## config.mk

```make
export PLATFORM = sky130hd
export DESIGN_NAME = rc_drive_controller
export DESIGN_NICKNAME = d
export VERILOG_FILES = /design/src/rtl/rc_car_pkg.sv /design/src/rtl/rc_pwm_gen.sv /design/src/rtl/rc_drive_controller.sv
export SDC_FILE = /design/constraint.sdc
export NUM_CORES = 1
export LEC_CHECK = 0
export CAP_MARGIN = 20
export CELL_PAD_IN_SITES_DETAIL_PLACEMENT = 1
export CELL_PAD_IN_SITES_GLOBAL_PLACEMENT = 1
export CORE_MARGIN = 2
export CORE_UTILIZATION = 30
export CTS_CLUSTER_DIAMETER = 30
export DETAILED_ROUTE_END_ITERATION = 10
export PLACE_DENSITY_LB_ADDON = 0.1
export SYNTH_ARGS = -nofsm -noshare
export SYNTH_HDL_FRONTEND = slang
export SYNTH_HIERARCHICAL = 1
export SYNTH_SLANG_ARGS = --single-unit
export TNS_END_PERCENT = 20
```

## constraint.sdc

```tcl
create_clock -name clk -period 2.4 [get_ports clk]
set_clock_uncertainty 0.15 [all_clocks]
set_input_delay 0.6 -clock clk [delete_from_list [all_inputs] [get_ports clk]]
set_output_delay 0.6 -clock clk [all_outputs]
set_load 0.01 [all_outputs]
```

## src/rtl/rc_car_pkg.sv

```systemverilog
// Shared encodings for the RC-car drive controller: motion states and UART
// keyboard command bytes.
package rc_car_pkg;

    typedef enum logic [2:0] {
        STOP     = 3'd0,
        FORWARD  = 3'd1,
        BACKWARD = 3'd2,
        GO_LEFT  = 3'd3,
        GO_RIGHT = 3'd4
    } state_e;

    localparam logic [7:0] CMD_UP     = 8'h71;
    localparam logic [7:0] CMD_DOWN   = 8'h77;
    localparam logic [7:0] CMD_LEFT   = 8'h65;
    localparam logic [7:0] CMD_RIGHT  = 8'h72;
    localparam logic [7:0] CMD_ESTOP  = 8'h20;
    localparam logic [7:0] CMD_SPD_UP = 8'h2B;
    localparam logic [7:0] CMD_SPD_DN = 8'h2D;

endpackage

```

## src/rtl/rc_pwm_gen.sv

```systemverilog
// PWM compare against a shared free-running counter; output is forced low
// when the channel is disabled.
module rc_pwm_gen #(
    parameter int unsigned PWM_W = 8
) (
    input  logic [PWM_W-1:0] cnt,
    input  logic [PWM_W-1:0] duty,
    input  logic             en,
    output logic             pwm
);

    always_comb begin
        pwm = en && (cnt < duty);
    end

endmodule

```

## src/rtl/rc_drive_controller.sv

```systemverilog
// RC-car drive controller: command decoder, speed level, crash latch, command
// watchdog and registered two-channel PWM/direction outputs.
module rc_drive_controller
    import rc_car_pkg::*;
#(
    parameter int unsigned TIMEOUT_CYCLES = 50_000_000,
    parameter int unsigned SPEED_W        = 3,
    parameter int unsigned PWM_W          = 8,
    parameter int unsigned N_SENS         = 2
) (
    input  logic               clk,
    input  logic               rst,
    input  logic               rx_valid,
    input  logic [7:0]         rx_data,
    input  logic [N_SENS-1:0]  sens,
    output logic [2:0]         state,
    output logic [SPEED_W-1:0] speed,
    output logic               crash,
    output logic               timeout,
    output logic               pwm_l,
    output logic               pwm_r,
    output logic               dir_l,
    output logic               dir_r
);

    localparam int unsigned WD_W = (TIMEOUT_CYCLES > 2) ? $clog2(TIMEOUT_CYCLES) : 1;
    localparam logic [SPEED_W-1:0] SPEED_RST = SPEED_W'(1) << (SPEED_W - 1);
    localparam logic [SPEED_W-1:0] SPEED_MIN = SPEED_W'(1);
    localparam logic [SPEED_W-1:0] SPEED_MAX = '1;

    state_e              state_q, state_d;
    logic [SPEED_W-1:0]  speed_q, speed_d;
    logic                crash_q, crash_d;
    logic                timeout_q, timeout_d;
    logic [WD_W-1:0]     wd_q, wd_d;
    logic [PWM_W-1:0]    cnt_q, cnt_d;
    logic [N_SENS-1:0]   sync1_q, sync2_q;
    logic                pwm_l_q, pwm_l_d;
    logic                pwm_r_q, pwm_r_d;
    logic                dir_l_q, dir_l_d;
    logic                dir_r_q, dir_r_d;

    logic             hit;
    logic             crash_set;
    logic             wd_expire;
    logic [PWM_W-1:0] duty;
    logic             pwm_raw;

    rc_pwm_gen #(
        .PWM_W (PWM_W)
    ) u_pwm_gen (
        .cnt  (cnt_q),
        .duty (duty),
        .en   (state_q != STOP),
        .pwm  (pwm_raw)
    );

    always_comb begin
        hit       = |sync2_q;
        crash_set = hit && (state_q == FORWARD);
        // Fires one cycle early so STOP lands exactly TIMEOUT_CYCLES after the last command.
        wd_expire = (state_q != STOP) && (wd_q == WD_W'(TIMEOUT_CYCLES - 2));
        duty      = PWM_W'(speed_q) << (PWM_W - SPEED_W);
        cnt_d     = cnt_q + PWM_W'(1);

        state_d   = state_q;
        speed_d   = speed_q;
        crash_d   = crash_q;
        timeout_d = 1'b0;
        wd_d      = (state_q == STOP) ? '0 : wd_q + WD_W'(1);

        if (crash_set) begin
            state_d = STOP;
            crash_d = 1'b1;
            wd_d    = '0;
        end else if (wd_expire) begin
            state_d   = STOP;
            timeout_d = 1'b1;
            wd_d      = '0;
        end else if (rx_valid) begin
            case (rx_data)
                CMD_UP: begin
                    // Forward is locked out until a reverse clears the crash.
                    if (!crash_q) begin
                        state_d = FORWARD;
                        wd_d    = '0;
                    end
                end
                CMD_DOWN: begin
                    state_d = BACKWARD;
                    crash_d = 1'b0;
                    wd_d    = '0;
                end
                CMD_LEFT: begin
                    state_d = GO_LEFT;
                    wd_d    = '0;
                end
                CMD_RIGHT: begin
                    state_d = GO_RIGHT;
                    wd_d    = '0;
                end
                CMD_ESTOP: begin
                    state_d = STOP;
                    wd_d    = '0;
                end
                CMD_SPD_UP: begin
                    if (speed_q != SPEED_MAX) speed_d = speed_q + SPEED_W'(1);
                    wd_d = '0;
                end
                CMD_SPD_DN: begin
                    if (speed_q > SPEED_MIN) speed_d = speed_q - SPEED_W'(1);
                    wd_d = '0;
                end
                default: ;
            endcase
        end

        pwm_l_d = pwm_raw && (state_q inside {FORWARD, BACKWARD, GO_RIGHT});
        pwm_r_d = pwm_raw && (state_q inside {FORWARD, BACKWARD, GO_LEFT});
        dir_l_d = (state_q != BACKWARD);
        dir_r_d = (state_q != BACKWARD);
    end

    always_ff @(posedge clk) begin
        if (rst) begin
            state_q   <= STOP;
            speed_q   <= SPEED_RST;
            crash_q   <= 1'b0;
            timeout_q <= 1'b0;
            wd_q      <= '0;
            cnt_q     <= '0;
            sync1_q   <= '0;
            sync2_q   <= '0;
            pwm_l_q   <= 1'b0;
            pwm_r_q   <= 1'b0;
            dir_l_q   <= 1'b1;
            dir_r_q   <= 1'b1;
        end else begin
            state_q   <= state_d;
            speed_q   <= speed_d;
            crash_q   <= crash_d;
            timeout_q <= timeout_d;
            wd_q      <= wd_d;
            cnt_q     <= cnt_d;
            sync1_q   <= sens;
            sync2_q   <= sync1_q;
            pwm_l_q   <= pwm_l_d;
            pwm_r_q   <= pwm_r_d;
            dir_l_q   <= dir_l_d;
            dir_r_q   <= dir_r_d;
        end
    end

    assign state   = state_q;
    assign speed   = speed_q;
    assign crash   = crash_q;
    assign timeout = timeout_q;
    assign pwm_l   = pwm_l_q;
    assign pwm_r   = pwm_r_q;
    assign dir_l   = dir_l_q;
    assign dir_r   = dir_r_q;

endmodule

```

==> impl_results.md, run 1 <==
* CTS buffer count at 5
* Worst min-delay path class: reg -> reg
* Ys flop type: dfxtp_1
* Slowest cell on the critical path: clkdlybuf4s50_1
* Clock period minus final worst setup slack at 2.36 ns
* Dpl cells at 471
* Finished Core Util at 0.399
* Root Driver: clkbuf_8
* Worst-path cell chain: clkdlybuf4s50_1, buf_4, nand3_1, nor3_4, o31ai_4, or4_1, a21oi_1
* R2R Path End: speed[2]
* Chip height at 98.2 um
* Max H-tree Level at 2
* Comb pwr share at 0.068
* Seq/Total Area, Yosys at 0.368
* Finished Layout Cells at 483
* Die Span X at 98.2 um
* Routed via count at around 2,300
* CP startpoint: rx_data[1]
* Routed len/inst at 13.9 um
* Worst-Skew Late Latency at 0.31 ns
* Worst-path clk slew at 0.09 ns
* PnR worst setup slack at 0.0419 ns
* Largest net degree at the start of global routing at 16
* Core Box Area at between 0.008 and 0.009 mm^2
* Fmax at 424 MHz
* Reg2Reg Depth at 8
* DRC Markers at 0
* Synth Warn # at 6
* Fillcell total at 1,051
* Final WL at 6.72 mm
* FP Rows at 34
* Number of synthesized flops with an enable pin at 0
* HP Start: sync1_q[0]
* P&R area growth vs syn at 30.1%
* CTS tree: done
* Detail Placement HPWL at around 5.1 mm
* R2R Setup Slk at 0.21 ns
* Vias in the first global route at 2,410
* Max-cap violations at 0
* Portion of total power attributed to sequential cells at 0.525
* DR iter-0 viols at 36
* Clock power share at 0.407
* Net Sw Frac at 0.227
* Cell internal pwr at 1220 uW
* Max Root-Sink Buffers at 2
* Diodes inserted at 0
* Router iterations before antenna repair at 4
* Antenna violations before repair at 0
* Routed Antenna Nets at 0
* Register bit total from synthesis at 49
* Max IR drop VDD at around 0.00019 V
* Final hold violation count at 0
* Slew Limit Fails at 0
* Avg Cell Area, Syn at ~8.7 um^2
* CP startpoint kind: input pin
* Clk sinks at 49
* Cells after Synth at around 310
* Total grt overflow at 0
* Power per standard cell area at 454 mW/mm^2
* Total GRT Usage at 0.143
* Die footprint at 0.00965 mm^2
* Setup violations, final at 0
* Worst Setup End Kind: flop
* CP max FO at 5
* GP Congestion at approximately 0.76
* Layout cells sized above 1 at 0.184
* Crit path largest cell delay at ~0.54 ns
* Leak pwr at 0.00135 uW
* Vias per inst at 4.80
* Worst r2r src: wd_q[0]
* Nets at 401
* Net Sw Power at between 300 and 400 uW
* Crit path arrival time at 2.45 ns
* Async S/R FF share, synth at 0
* First-pass GRT wire length at 11.3 mm
* Critical path destination: state[1]
* Setup TNS at 0 ns
* Setup WS pre-CTS at -0.423 ns
* Final worst path period share at 0.983
* Initial Util at 0.307
* Setup CP Type: in -> reg
* IO buf count at 24
* Data required, critical path at 2.49 ns
* CTS Hold Bufs at 0
* Synth cell types at 52
* I/O pins at 25
* Netlist Area Pre-Place at 0.00266 mm^2
* Outcome: complete, no violations
critical path: cells and delay by family:
kind	cells	cell delay, ns
buffers and inverters	2	0.68
AO/OA/AOI/OAI	2	0.27
AND/OR/NAND/NOR	3	0.89
Yosys cell counts (all sizes together), types with 2 or more instances:
library cell / instances / area share
dfxtp: 49 / 0.37
nor2: 47 / 0.066
nand3: 27 / 0.053
xor2: 19 / 0.062
and3: 17 / 0.042
inv: 15 / 0.021
nand2: 15 / 0.021
ha: 14 / 0.066
xnor2: 14 / 0.046
nor3: 11 / 0.031
nand4: 9 / 0.027
a21oi: 8 / 0.015
nor2b: 8 / 0.019
o21ai: 7 / 0.013
buf: 6 / 0.020
clkbuf: 6 / 0.0089
nor4: 5 / 0.022
a211oi: 2 / 0.0075
and4: 2 / 0.0066
nand3b: 2 / 0.0056
nor4b: 2 / 0.0066
or3: 2 / 0.0047
or4: 2 / 0.0056
or4b: 2 / 0.0089
per-stage QoR:
step / total power, uW / area, um^2 / hold slack (ns)
after floorplan: 899 / 2680 / 0.264
after global placement: 948 / 3290 / 0.285
after detailed placement: 950 / 3290 / 0.294
after CTS: 1600 / 3410 / 0.317
after global routing: 1640 / 3460 / 0.325
final: 1570 / 3460 / 0.311
sequential cells by signal, summed over array words and instances (netlist names):
signal	cells
pwm_r	1
pwm_l	1
speed	3
sync1_q	2
timeout	1
wd_q	26
state	3
crash	1
sync2_q	2
dir_r	1
cnt_q	8
logic make-up after synthesis:
kind of cell | synth area share
AOI/OAI and AO/OA | 0.0780
DFF | 0.368
other | 0.00141
and+or+nand+nor | 0.328
xor gates and xnor gates | 0.109
buffers and inverters | 0.0498
adders and majority gates | 0.0658
power by group through the flow:
stage          registers, uW  logic [uW]  clock network [uW]
6_report                 826         107                 641
5_1_grt                  828         121                 688
4_1_cts                  826         106                 668
3_5_place_dp             845         105                   0
3_3_place_gp             845         103                   0
2_1_floorplan            843        55.9                   0
placed cells by master, fill, tap and decap left out, types with 3 or more instances in the layout:
cell type	netlist	final
a21oi_1	8	8
and3_1	16	16
buf_4	2	41
clkbuf_8	0	6
clkdlybuf4s50_1	0	19
conb_1	1	5
dfxtp_1	49	49
dlymetal6s2s_1	0	3
ha_1	14	14
inv_1	15	15
nand2_1	15	15
nand3_1	26	26
nand4_1	8	8
nor2_1	47	47
nor2b_1	8	8
nor3_1	8	8
nor3_4	2	3
o21ai_0	6	6
xnor2_1	14	14
xor2_1	19	19
layout make-up:
cell class	instances	area, um^2	share of cell area
inverters	15	56.3	0.0163
repair buffers	69	601	0.173
well taps	108	135	0.0390
flip-flops and latches	49	981	0.283
multi-input cells	234	1570	0.454
clock inverters	2	37.5	0.0108
clock buffers	6	82.6	0.0238
how the worst min path moves through the flow:
stage | end | depth (start not counted)
5_1_grt | sync2_q[1] | 1
3_3_place_gp | sync2_q[0] | 1
2_1_floorplan | sync2_q[0] | 1
4_1_cts | sync2_q[1] | 1
6_report | sync2_q[0] | 1
3_5_place_dp | sync2_q[0] | 1
per-layer routing:
layer	wire length [um]	track usage	up-vias
li1	-	-	1188
met1	3190	0.182	1103
met2	3330	0.252	20
met3	125	0.0215	7
met4	72	0.0348	0
met5	0	0	-
repair_timing:
item / 4_1_cts / 5_1_grt
setup buffers: 0 / 3
endpoints found under the setup margin: 30 / 30
gates cloned: 0 / 1
pin swaps: 4 / 8
resized for setup: 4 / 4
(Power assumes the default switching activity.)
==> inputs of run 2 (changes only) <==
--- a/config.mk
+++ b/config.mk
@@ -11,10 +11,10 @@
 export CORE_MARGIN = 2
 export CORE_UTILIZATION = 30
 export CTS_CLUSTER_DIAMETER = 30
+export CTS_CLUSTER_SIZE = 14
 export DETAILED_ROUTE_END_ITERATION = 10
 export PLACE_DENSITY_LB_ADDON = 0.1
 export SYNTH_ARGS = -nofsm -noshare
 export SYNTH_HDL_FRONTEND = slang
 export SYNTH_HIERARCHICAL = 1
 export SYNTH_SLANG_ARGS = --single-unit
-export TNS_END_PERCENT = 20
==> run 2 against run 1 <==
Against the previous run:
- sequential share of layout area shrank 0.41 points
- power increased by 0.33%
- register-to-register slack worse by 0.02 ns
- core utilization increased by 0.59 points
- clock power is essentially flat
- first-iteration DRC count down 25%
- combinational power up 4%
- cell area increased by 1.5%
- die area stayed put
- maximum frequency up 0.26%
- hold slack lost 0.00066 ns
- largest power group unchanged
==> impl_results.md, run 2 (synthesis results as in run 1) <==
* Outcome: complete, no violations
* Detail Placement HPWL at 5.10 mm
* PnR worst setup slack at ~0.048 ns
* Setup WS pre-CTS at -0.423 ns
* Portion of total power attributed to sequential cells at 0.523
* I/O pins at 25
* Die Span X at about 98 um
* Worst-Skew Late Latency at between 0.3 and 0.4 ns
* RSZ-0062 raised after global routing: false
* Vias in the first global route at 2,413
* Largest net degree at the start of global routing at 16
* Clock period minus final worst setup slack at 2.35 ns
* Worst r2r src: wd_q[0]
* Largest registers: wd_q: 26 flops, cnt_q: 8 flops
* CP startpoint: rx_data[1]
* Max IR drop VDD at between 0.00015 and 0.0002 V
* Net Sw Frac at 0.228
* Hold slack at 0.310 ns
* Most frequent cells in the layout: dfxtp_1 (49), nor2_1 (47), buf_4 (43)
* DRC Markers at 0
* Fmax at 425 MHz
* P&R area growth vs syn at 32.0%
* Total power at 1580 uW
* Net Sw Power at 360 uW
* Root Driver: clkbuf_8
* Worst Setup End Kind: flop
* Final worst path period share at 0.980
* Comb pwr share at 0.070
* Reg2Reg Depth at 9
* R2R Setup Slk at 0.19 ns
* Worst min-delay path class: reg -> reg
* Routed Antenna Nets at 0
* Total grt overflow at 0
* DR iter-0 viols at 27
* Max Root-Sink Buffers at 2
* Die footprint at 0.00965 mm^2
* First-pass GRT wire length at about 11 mm
* Placed Area at 0.00329 mm^2
* Slew Limit Fails at 0
* Antenna violations before repair at 0
* Power per standard cell area at around 450 mW/mm^2
* Data required, critical path at 2.49 ns
* GP Congestion at 0.756
* CTS buffer count at 5
* Setup violations, final at 0
* Fillcell total at 1,047
* Diodes inserted at 0
* Total GRT Usage at 0.143
* Worst-path clk slew at 0.09 ns
* Max-cap violations at 0
* CP startpoint kind: input pin
* Routed len/inst at between 10 and 15 um
* Clk sinks at ~50
* CTS tree: done
* Chip height at 98.2 um
* Cell internal pwr at about 1200 uW
* Leak pwr at 0.00140 uW
* CP max FO at 5
* Routed via count at between 2,000 and 2,500
* Nets at 403
* Crit path arrival time at roughly 2.5 ns
* IO buf count at 24
* Clock power share at 0.407
* Setup CP Type: in -> reg
* Critical path destination: state[1]
* Router iterations before antenna repair at 4
* Final hold violation count at 0
* Core Box Area at 0.00868 mm^2
* Vias per inst at 4.81
* Most common cell after layout, fill and taps aside: dfxtp_1
* Max H-tree Level at 2
* Max reg flops at 26
* Largest Register: wd_q
* Post-layout instance area at 0.00352 mm^2
* FP Rows at 34
* Final WL at 6.82 mm
* Initial Util at 0.307
* Layout cells sized above 1 at 0.194
* R2R Path End: wd_q[4]
run 2: changes by cell type in the layout (fill, tap and decap cells not counted):
cell | before | now
buf_2 | 1 | 0
buf_4 | 41 | 43
clkdlybuf4s50_1 | 19 | 18
buf_12 | 1 | 0
xnor2_2 | 0 | 2
dlygate4sd2_1 | 2 | 1
clkbuf_16 | 0 | 1
xnor2_1 | 14 | 12
buf_8 | 0 | 1
dlymetal6s2s_1 | 3 | 5
run 2: repair_timing:
action	CTS	global route
pin swaps	6	7
setup endpoints to repair	30	30
buffers inserted	1	3
cloned	0	2
hold endpoints to repair	0	0
hold buffers	0	0
resized for setup	3	11
run 2: critical path: stages:
cell and delay (ns):
clkdlybuf4s50_1 0.48, nand3b_1 0.21, buf_4 0.16, nor3_4 0.24
o31ai_4 0.12, or4_1 0.49, a21oi_1 0.15
run 2: worst min-delay path by stage:
stage	from	end	slack, ns	cells past startpoint
after CTS	sync1_q[1]	sync2_q[1]	0.32	1
final	sync1_q[0]	sync2_q[0]	0.31	1
after global routing	sync1_q[1]	sync2_q[1]	0.32	1
after global placement	sync1_q[0]	sync2_q[0]	0.28	1
after detailed placement	sync1_q[0]	sync2_q[0]	0.29	1
after floorplan	sync1_q[0]	sync2_q[0]	0.26	1
run 2: power by group through the flow:
stage / registers, uW / logic, uW / clock network [uW]
finish: 826 / 111 / 643
global route: 828 / 125 / 688
CTS: 826 / 107 / 668
detailed placement: 845 / 105 / 0
global placement: 845 / 103 / 0
floorplan: 843 / 55.9 / 0
run 2: layout make-up:
| type | instances | area [um^2] | area share |
|---|---|---|---|
| Inverter | 15 | 56.3 | 0.0160 |
| Timing Repair Buffer | 71 | 637 | 0.181 |
| Sequential cell | 49 | 981 | 0.279 |
| Clock buffer | 6 | 82.6 | 0.0235 |
| Clock inverter | 2 | 37.5 | 0.0107 |
| Tap cell | 108 | 135 | 0.0384 |
| Multi-Input combinational cell | 234 | 1590 | 0.451 |
run 2: metal layers:
layer / vias to the layer above / wire (um) / global-route usage
li1: 1194 / - / -
met2: 25 / 3370 / 0.253
met5: - / 0 / 0
met3: 8 / 140 / 0.0215
met1: 1107 / 3210 / 0.183
met4: 0 / 91 / 0.0348
run 2: through the flow:
stage / util / cells / setup TNS (ns)
floorplan: - / 310 / 0
global placement: 0.379 / 471 / -10.97
detailed placement: 0.379 / 471 / -12.35
CTS: 0.394 / 480 / 0
global route: 0.405 / 485 / 0
finish: 0.405 / 485 / 0
